<file path="src/rtl/vga_timing_gen_if.sv">
// Raster timing bundle driven by vga_timing_gen.
// Carries the pixel coordinates, draw flag, syncs, strobes and frame counter.
// The master modport drives the bundle; the slave modport is for consumers.
interface vga_timing_gen_if;
    logic [9:0] DrawX;
    logic [9:0] DrawY;
    logic       blank;
    logic       hs;
    logic       vs;
    logic       line_start;
    logic       frame_start;
    logic [7:0] frame_count;

    modport master (
        output DrawX,
        output DrawY,
        output blank,
        output hs,
        output vs,
        output line_start,
        output frame_start,
        output frame_count
    );

    modport slave (
        input DrawX,
        input DrawY,
        input blank,
        input hs,
        input vs,
        input line_start,
        input frame_start,
        input frame_count
    );
endinterface

</file>
<file path="src/rtl/vga_timing_gen.sv">
// Raster timing generator for the 640x480 @ 60 Hz pixel clock domain.
// Ports: vga_clk (pixel clock), reset_n (async active-low reset),
//   vga (master): DrawX/DrawY counters, blank (1 = draw), hs/vs
//   (active-low, delayed by SYNC_DELAY), line_start/frame_start
//   strobes and an 8-bit wrapping frame_count.
module vga_timing_gen #(
    parameter int H_ACTIVE   = 640,
    parameter int H_FP       = 16,
    parameter int H_SYNC     = 96,
    parameter int H_BP       = 48,
    parameter int V_ACTIVE   = 480,
    parameter int V_FP       = 10,
    parameter int V_SYNC     = 2,
    parameter int V_BP       = 33,
    parameter int SYNC_DELAY = 1
) (
    input logic              vga_clk,
    input logic              reset_n,
    vga_timing_gen_if.master vga
);

    localparam int H_TOTAL = H_ACTIVE + H_FP + H_SYNC + H_BP;
    localparam int V_TOTAL = V_ACTIVE + V_FP + V_SYNC + V_BP;

    localparam logic [9:0] H_LAST = 10'(H_TOTAL - 1);
    localparam logic [9:0] V_LAST = 10'(V_TOTAL - 1);
    localparam logic [9:0] H_VIS  = 10'(H_ACTIVE);
    localparam logic [9:0] V_VIS  = 10'(V_ACTIVE);
    localparam logic [9:0] HS_BEG = 10'(H_ACTIVE + H_FP);
    localparam logic [9:0] HS_END = 10'(H_ACTIVE + H_FP + H_SYNC);
    localparam logic [9:0] VS_BEG = 10'(V_ACTIVE + V_FP);
    localparam logic [9:0] VS_END = 10'(V_ACTIVE + V_FP + V_SYNC);

    logic [9:0] x_q, x_d;
    logic [9:0] y_q, y_d;
    logic       h_wrap;
    logic       blank_q, blank_d;
    logic       ls_q, ls_d;
    logic       fs_q, fs_d;
    logic       hs_raw_q, hs_raw_d;
    logic       vs_raw_q, vs_raw_d;
    logic [7:0] fcnt_q, fcnt_d;

    // Every decoded flag is taken from the next-state counters and
    // registered, so it is coherent with DrawX/DrawY in the same cycle.
    always_comb begin
        h_wrap = (x_q == H_LAST);
        x_d    = h_wrap ? 10'd0 : x_q + 10'd1;
        y_d    = y_q;
        if (h_wrap) begin
            y_d = (y_q == V_LAST) ? 10'd0 : y_q + 10'd1;
        end
        blank_d  = (x_d < H_VIS) && (y_d < V_VIS);
        ls_d     = (x_d == 10'd0);
        fs_d     = ls_d && (y_d == 10'd0);
        hs_raw_d = !((x_d >= HS_BEG) && (x_d < HS_END));
        vs_raw_d = !((y_d >= VS_BEG) && (y_d < VS_END));
        fcnt_d   = fs_d ? fcnt_q + 8'd1 : fcnt_q;
    end

    // Reset parks the counters on the last pixel of the frame so the
    // first edge lands on (0,0) and counts as a frame start.
    always_ff @(posedge vga_clk or negedge reset_n) begin
        if (!reset_n) begin
            x_q      <= H_LAST;
            y_q      <= V_LAST;
            blank_q  <= 1'b0;
            ls_q     <= 1'b0;
            fs_q     <= 1'b0;
            hs_raw_q <= 1'b1;
            vs_raw_q <= 1'b1;
            fcnt_q   <= 8'hFF;
        end else begin
            x_q      <= x_d;
            y_q      <= y_d;
            blank_q  <= blank_d;
            ls_q     <= ls_d;
            fs_q     <= fs_d;
            hs_raw_q <= hs_raw_d;
            vs_raw_q <= vs_raw_d;
            fcnt_q   <= fcnt_d;
        end
    end

    assign vga.DrawX       = x_q;
    assign vga.DrawY       = y_q;
    assign vga.blank       = blank_q;
    assign vga.line_start  = ls_q;
    assign vga.frame_start = fs_q;
    assign vga.frame_count = fcnt_q;

    // Syncs are delayed to line up with the sprite stages' registered
    // colour output; stages reset to the inactive (high) level.
    generate
        if (SYNC_DELAY == 0) begin : g_nodly
            assign vga.hs = hs_raw_q;
            assign vga.vs = vs_raw_q;
        end else if (SYNC_DELAY == 1) begin : g_dly1
            logic hs_dly_q;
            logic vs_dly_q;
            always_ff @(posedge vga_clk or negedge reset_n) begin
                if (!reset_n) begin
                    hs_dly_q <= 1'b1;
                    vs_dly_q <= 1'b1;
                end else begin
                    hs_dly_q <= hs_raw_q;
                    vs_dly_q <= vs_raw_q;
                end
            end
            assign vga.hs = hs_dly_q;
            assign vga.vs = vs_dly_q;
        end else begin : g_dlyn
            logic [SYNC_DELAY-1:0] hs_sr_q;
            logic [SYNC_DELAY-1:0] vs_sr_q;
            always_ff @(posedge vga_clk or negedge reset_n) begin
                if (!reset_n) begin
                    hs_sr_q <= '1;
                    vs_sr_q <= '1;
                end else begin
                    hs_sr_q <= {hs_sr_q[SYNC_DELAY-2:0], hs_raw_q};
                    vs_sr_q <= {vs_sr_q[SYNC_DELAY-2:0], vs_raw_q};
                end
            end
            assign vga.hs = hs_sr_q[SYNC_DELAY-1];
            assign vga.vs = vs_sr_q[SYNC_DELAY-1];
        end
    endgenerate

endmodule

</file>
<file path="src/flat_wrapper.sv">
// flat-port wrapper written by rule: the top's interface ports become plain ports
module vga_timing_gen_flat 
#(
    parameter int H_ACTIVE   = 640,
    parameter int H_FP       = 16,
    parameter int H_SYNC     = 96,
    parameter int H_BP       = 48,
    parameter int V_ACTIVE   = 480,
    parameter int V_FP       = 10,
    parameter int V_SYNC     = 2,
    parameter int V_BP       = 33,
    parameter int SYNC_DELAY = 1
)
  (vga_clk, reset_n, vga_DrawX, vga_DrawY, vga_blank, vga_hs, vga_vs, vga_line_start, vga_frame_start, vga_frame_count);
  vga_timing_gen_if vga_i ();
  input logic vga_clk;
  input logic reset_n;
  output wire logic [$bits(vga_i.DrawX)-1:0] vga_DrawX;
  output wire logic [$bits(vga_i.DrawY)-1:0] vga_DrawY;
  output wire logic [$bits(vga_i.blank)-1:0] vga_blank;
  output wire logic [$bits(vga_i.hs)-1:0] vga_hs;
  output wire logic [$bits(vga_i.vs)-1:0] vga_vs;
  output wire logic [$bits(vga_i.line_start)-1:0] vga_line_start;
  output wire logic [$bits(vga_i.frame_start)-1:0] vga_frame_start;
  output wire logic [$bits(vga_i.frame_count)-1:0] vga_frame_count;
  assign vga_DrawX = vga_i.DrawX;
  assign vga_DrawY = vga_i.DrawY;
  assign vga_blank = vga_i.blank;
  assign vga_hs = vga_i.hs;
  assign vga_vs = vga_i.vs;
  assign vga_line_start = vga_i.line_start;
  assign vga_frame_start = vga_i.frame_start;
  assign vga_frame_count = vga_i.frame_count;
  vga_timing_gen #(.H_ACTIVE(H_ACTIVE), .H_FP(H_FP), .H_SYNC(H_SYNC), .H_BP(H_BP), .V_ACTIVE(V_ACTIVE), .V_FP(V_FP), .V_SYNC(V_SYNC), .V_BP(V_BP), .SYNC_DELAY(SYNC_DELAY)) u_core (.vga_clk(vga_clk), .reset_n(reset_n), .vga(vga_i));
endmodule
</file>
<file path="config.mk">
export PLATFORM = sky130hd
export DESIGN_NAME = vga_timing_gen_flat
export DESIGN_NICKNAME = d
export VERILOG_FILES = /design/src/rtl/vga_timing_gen_if.sv /design/src/rtl/vga_timing_gen.sv /design/src/flat_wrapper.sv
export SDC_FILE = /design/constraint.sdc
export NUM_CORES = 1
export LEC_CHECK = 0
export BUFFER_PORTS_ARGS = -buffer_cell sky130_fd_sc_hd__buf_2
export CAP_MARGIN = 20
export CORE_AREA = 2 2 67 69
export DETAILED_ROUTE_END_ITERATION = 10
export DIE_AREA = 0 0 69 71
export GPL_TIMING_DRIVEN = 0
export PLACE_DENSITY = 0.69
export RECOVER_POWER = 50
export SLEW_MARGIN = 40
export SYNTH_ARGS = -nofsm -noshare
export SYNTH_HDL_FRONTEND = slang
export SYNTH_SLANG_ARGS = --single-unit
</file>
<file path="constraint.sdc">
create_clock -name vga_clk -period 6 [get_ports vga_clk]
set_input_delay 1.2 -clock vga_clk [delete_from_list [all_inputs] [get_ports vga_clk]]
set_output_delay 1.2 -clock vga_clk [all_outputs]
set_load 0.05 [all_outputs]
</file>
* After elaboration in Yosys (flattened, before gate mapping)
Index checks and enable logic that the tools add are counted.
Word-level totals: flip-flop bits (word level) 35, input bits 2, output and inout port bits 33, word-level logic and storage cells 32
Operators by class: add/subtract/negate cells 3, $lt $le $gt $ge 6, equality and inequality tests 2, muxes and demuxes 3, reduce and logical (&&, ||, !) cells 8
Operators by type and width (count):
- $mux W10 | 3
- $add A10 B1 Y10 const B | 2
- $eq A10 B10 Y1 const B | 2
- $logic_not A10 Y1 | 2
- $lt A10 B10 Y1 const B | 2
- $lt A10 B9 Y1 const B | 2
- $ge A10 B10 Y1 const B | 1
- $ge A10 B9 Y1 const B | 1
- $add A8 B1 Y8 const B | 1
- $logic_and A1 B1 Y1 | 4
- $logic_not A1 Y1 | 2

* Longest topological paths before layout
word-level depth 6, gate-level depth with buffers 10, gate-level depth less buffers 9

* Least setup slack after synthesis
No wires, ideal clock.
path type register -> register, start register u_core.x_q[0], in the netlist u_core.vga.DrawX[0], end register u_core.fcnt_q[1], in the netlist u_core.vga.frame_count[1], library setup time 0.085 ns, arrival time 3.027 ns, required time 5.915 ns, slack 2.888 ns, cell stages (with the launch flop) 11, path buffers 2, clock period less this slack 3.112 ns, cells stage by stage dfstp_2 > ha_1 > and4_1 > clkbuf_1 > nand3_2 > buf_4 > o2bb2ai_2 > or4_4 > or2_4 > nor2_4 > mux2_1
On the way: word-level cells in the longest chain between the ends 4, elaborated cells between the ends (all ways) 7, those cells by class add/sub: 1; eq/ne: 1; mux: 2; reduce/logical: 3
RTL lines:
- start, declared | RTL line vga_timing_gen.sv:34 | logic [9:0] x_q, x_d;
- start signal, assigned | RTL line vga_timing_gen.sv:65 | x_q <= H_LAST;
- start signal, assigned | RTL line vga_timing_gen.sv:74 | x_q <= x_d;
- $add A10 B1 Y10 / $eq A10 B10 Y1 (equally long branches) | RTL line vga_timing_gen.sv:48, vga_timing_gen.sv:47
- $mux W10 (on tied branches) | RTL line vga_timing_gen.sv:48, vga_timing_gen.sv:50
- $logic_not A10 Y1 (on tied branches) | RTL line vga_timing_gen.sv:54, vga_timing_gen.sv:55
- $logic_and A1 B1 Y1 * | RTL line vga_timing_gen.sv:55 | fs_d = ls_d && (y_d == 10'd0);
- net u_core.fs_d | RTL line vga_timing_gen.sv:39 | logic fs_q, fs_d;
- end signal, assigned | RTL line vga_timing_gen.sv:81 | fcnt_q <= fcnt_d;
- end, declared | RTL line vga_timing_gen.sv:42 | logic [7:0] fcnt_q, fcnt_d;
Mark *: on every way through the listed nets, which the timed path passes. The rest lies on a longest branch. A chain may end at the register's enable or synchronous reset.

* Final worst setup path
Ends and elaborated chain as after synthesis.

==> out/qor.csv <==
stage,metric,value,unit
run_status,status,"complete, but fails checks",
run_status,failing checks,"max-capacitance violations, max-slew violations",
logic_synthesis,post-synthesis simple-gate area fraction,0.2927,
logic_synthesis,sequential area share after synthesis,0.4605,
placement,post-DP HPWL,2.874,mm
routing,DRT Wirelength,3.878,mm
timing,slew margin rel.,-0.1882,
floorplanning,Die H,71,microns
setup_path,worst setup path class,register to register,
logic_synthesis,largest family of logic cells by synthesized area,simple AND/OR/NAND/NOR gates,
timing,fmax,0.2845,GHz
logic_synthesis,top cell type's share of synthesized area,0.2946,
logic_synthesis,post-synth cell types,51,
power_and_ir_drop,clock share of power,0.473,
power_and_ir_drop,Sw Pwr,0.08595,mW
setup_path,CP required,6.22,ns
clocking,post_cts resized,0,
global_route,Overflow after GRT,0,
setup_path,"Max FO, Critical Path",9,
power_and_ir_drop,VDD IR max,0.1164,mV
clocking,Clock Sink Count,35,
timing,"Hold Violations, Final",0,
logic_synthesis,Syn. warnings,0,
routing,vias,1531,
logic_synthesis,cells after synthesis,186,
setup_path,worst path cell trace,ha_1 > nand4_1 > nor3_1 > o211ai_1 > a211oi_1 > nand4b_4 > nor2_4 > mux2_1,
layout,diodes inserted,0,
global_route,vias in the first global route,1378,
setup_path,CP startpoint kind,register,
routing,Avg WL per Cell,13.85,microns
clocking,CTS Hold Bufs,0,
timing,Fin Setup TNS,0,ns
setup_path,Worst path slowest cell,nor3_1,
floorplanning,io pins,35,
placement,Final Wtd Congestion,0.8400,
layout,layout cells sized above 1,0.3553,
clocking,Post-CTS Repair Setup Buffers,0,
clocking,root buf cell,clkbuf_8,
run,max_cap viols,1,
floorplanning,Initial Util,0.4667,
logic_synthesis,Synth area leader,dfstp_2,
setup_path,crit-path max cell delay,0.88,ns
power_and_ir_drop,internal power,0.3711,mW
layout,Non-Filler Instances,280,
floorplanning,core area,4204,sq um
timing,Slew @ Worst Pin,1.782,ns
power_and_ir_drop,Comb power frac,0.009,
setup_path,Critical Path End Type,register,
logic_synthesis,Synth Area per Inst,10.55,sq um
power_and_ir_drop,Leak,0.9675,nW
power_and_ir_drop,Flop pwr share,0.518,
timing,max-slew violations,36,
timing,fin crit period,3.514,ns
routing,Post-DRT Antenna Nets,0,
logic_synthesis,Synth Net Count,192,
logic_synthesis,Mapped Area,1962,sq um
timing,period utilization,0.5857,
setup_path,Worst EP arrival,3.73,ns
logic_synthesis,synth top area cells,"dfstp_2, dfrtp_1, xor2_1",
logic_synthesis,Seq cells post-synth,35,
routing,DRC,0,
global_route,largest net degree at the start of global routing,36,
global_route,initial antenna violation count,0,
logic_synthesis,Synth Area in Compound Gates,0.09694,
timing,final setup vio count,0,
global_route,All-Layer GR Usage,0.1709,
floorplanning,Rows,24,
power_and_ir_drop,Cell Pwr Density,198.4,nW/um^2
floorplanning,DIE AREA,4899,sq um
global_route,first-pass GRT wire length,6.699,mm
routing,TritonRoute pass-1 iters,4,
placement,Inst Count DP,272,
routing,Via density,5.468,
floorplanning,chip width,69,microns
clocking,CTS max path bufs,2,
clocking,"Clk Latency, worst-skew pair",0.29,ns
logic_synthesis,XOR/XNOR share of the synthesized area,0.08418,
layout,area grow syn2layout,17.41,%
timing,unrepaired setup endpoints after global routing,false,
worst_hold_path,HP Class,register to register,
placement,PortBufs,34,
clocking,# H-tree levels,2,
logic_synthesis,post-synthesis mux area share,0.005740,
power_and_ir_drop,Sw Ratio,0.1881,
timing,skew final,0.01049,ns
clocking,CTS tree,done,
clocking,"CTS clk-pin slew, worst paths",0.07,ns
logic_synthesis,Adder-Cell Fraction of Synth Area,0.02551,
routing,DR iter-0 viols,74,
layout,Layout Nets,233,
clocking,CTS Buf Count,5,
[metrics by stage]
stage	util	setup slack, ns	hold WS, ns	total power, mW	instance area (sq um)
2_1_floorplan	-	2.888	0.3452	0.2406	1962
4_1_cts	0.5506	2.813	0.3578	0.4673	2315
3_3_place_gp	0.5226	2.852	0.3465	0.2454	2197
6_report	0.5479	2.486	0.3552	0.4570	2303
5_1_grt	0.5479	2.180	0.3612	0.4781	2303
3_5_place_dp	0.5226	2.807	0.3473	0.2456	2197
[sequential cells by signal (all words and copies together), names as in the netlist]
name and count:
u_core.vga.frame_start 1, u_core.vs_raw_q 1, u_core.vga.line_start 1, u_core.vga.DrawX 10, u_core.vga.hs 1, u_core.vga.vs 1, u_core.hs_raw_q 1, u_core.vga.blank 1
u_core.vga.frame_count 8, u_core.vga.DrawY 10
[cell usage in the layout (no fill, tap or decap), types with 3 or more instances in the layout]
master    synthesis  final
clkbuf_8          0      6
dfstp_2          22     21
ha_1              4      4
and2_1            3      3
xnor2_1           7      7
xor2_1           10     10
inv_1             6      6
or3_1             4      4
clkbuf_1          5     10
nand4_1          10     10
buf_2             0     29
nand2b_1          3      3
nor3_2            4      3
nand3_1          10     10
nor4_1            5      5
nand2_1          12     12
dfrtp_1          13     13
a21oi_1           4      4
nor2_1           12     12
o21ai_0           8      8
[path summary, 6_finish.rpt]
check	from	slack [ns]	cells after the start	end
worst max-delay path	u_core.vga.DrawX[0]$_DFF_PN1_	2.49	8	u_core.vga.frame_count[1]$_DFFE_PN1P_
worst min-delay path	u_core.vs_raw_q$_DFF_PN1_	0.36	0	u_core.vga.vs$_DFF_PN1_
worst max register to register	u_core.vga.DrawX[0]$_DFF_PN1_	2.49	8	u_core.vga.frame_count[1]$_DFFE_PN1P_
worst min register to register	u_core.vs_raw_q$_DFF_PN1_	0.36	0	u_core.vga.vs$_DFF_PN1_
max in group asynchronous	reset_n	3.58	1	u_core.vga.DrawY[1]$_DFF_PN0_
min in group asynchronous	reset_n	1.39	1	u_core.vga.line_start$_DFF_PN0_
[routing by layer]
metal / vias to the layer above / GRT usage / routed length (microns)
met5: - / 0 / 0
met2: 30 / 0.2650 / 1853
li1: 754 / - / -
met4: 0 / 0.05229 / 20
met3: 2 / 0.05271 / 168
met1: 745 / 0.2315 / 1836
[critical path, delay by kind of cell, from the launching register on]
kind / cells / cell delay [ns]
adder cells (fa/ha/maj): 1 / 0.27
flip-flops: 1 / 0.60
AND/OR/NAND/NOR: 4 / 1.51
multiplexers: 1 / 0.33
AO/OA/AOI/OAI: 2 / 0.75
[kinds of logic after synthesis]
kind of cell,after synthesis
buf+inv,14
xor+xnor,18
compound gates,26
simple gates,88
mux,1
flops,35
fa+ha+maj,4
[final cells by class]
| cell class | instances | area [sq um] |
|---|---|---|
| fill | 399 | 1901 |
| multi-input combinational | 137 | 985.9 |
| sequential | 35 | 903.4 |
| timing repair buffer | 34 | 163.9 |
| clock buffer | 6 | 82.58 |
| tap | 52 | 65.06 |
| buffer | 8 | 45.04 |
| clock inverter | 2 | 35.03 |
| inverter | 6 | 22.52 |
[synthesized netlist by cell type, drive strengths merged]
cell type,instances
nor4,6
nor3,5
a211oi,2
o21ai,10
nand4,10
o211ai,2
or2,4
inv,6
o31ai,2
and2,3
ha,4
a31o,2
a311o,1
dfrtp,13
nand3b,1
and3,2
clkbuf,5
xnor2,8
o2bb2ai,1
or4,3
nand3,11
mux2,1
nand2,12
nor3b,2
buf,3
and4,2
nor4b,1
dfstp,22
nand4b,2
nor2b,2
nor2,13
a41oi,1
xor2,10
nand2b,3
a21oi,4
or3b,1
o32ai,1
or3,5
[power by group through the flow]
stage               clock network [mW]    logic, mW  registers, mW
floorplan                            0  0.000000353          0.241
global placement                     0      0.00487          0.241
detailed placement                   0      0.00504          0.241
CTS                              0.226      0.00505          0.237
global route                     0.236      0.00545          0.236
finish                           0.216      0.00432          0.237
Note: power is estimated with default switching activity, not from simulation.
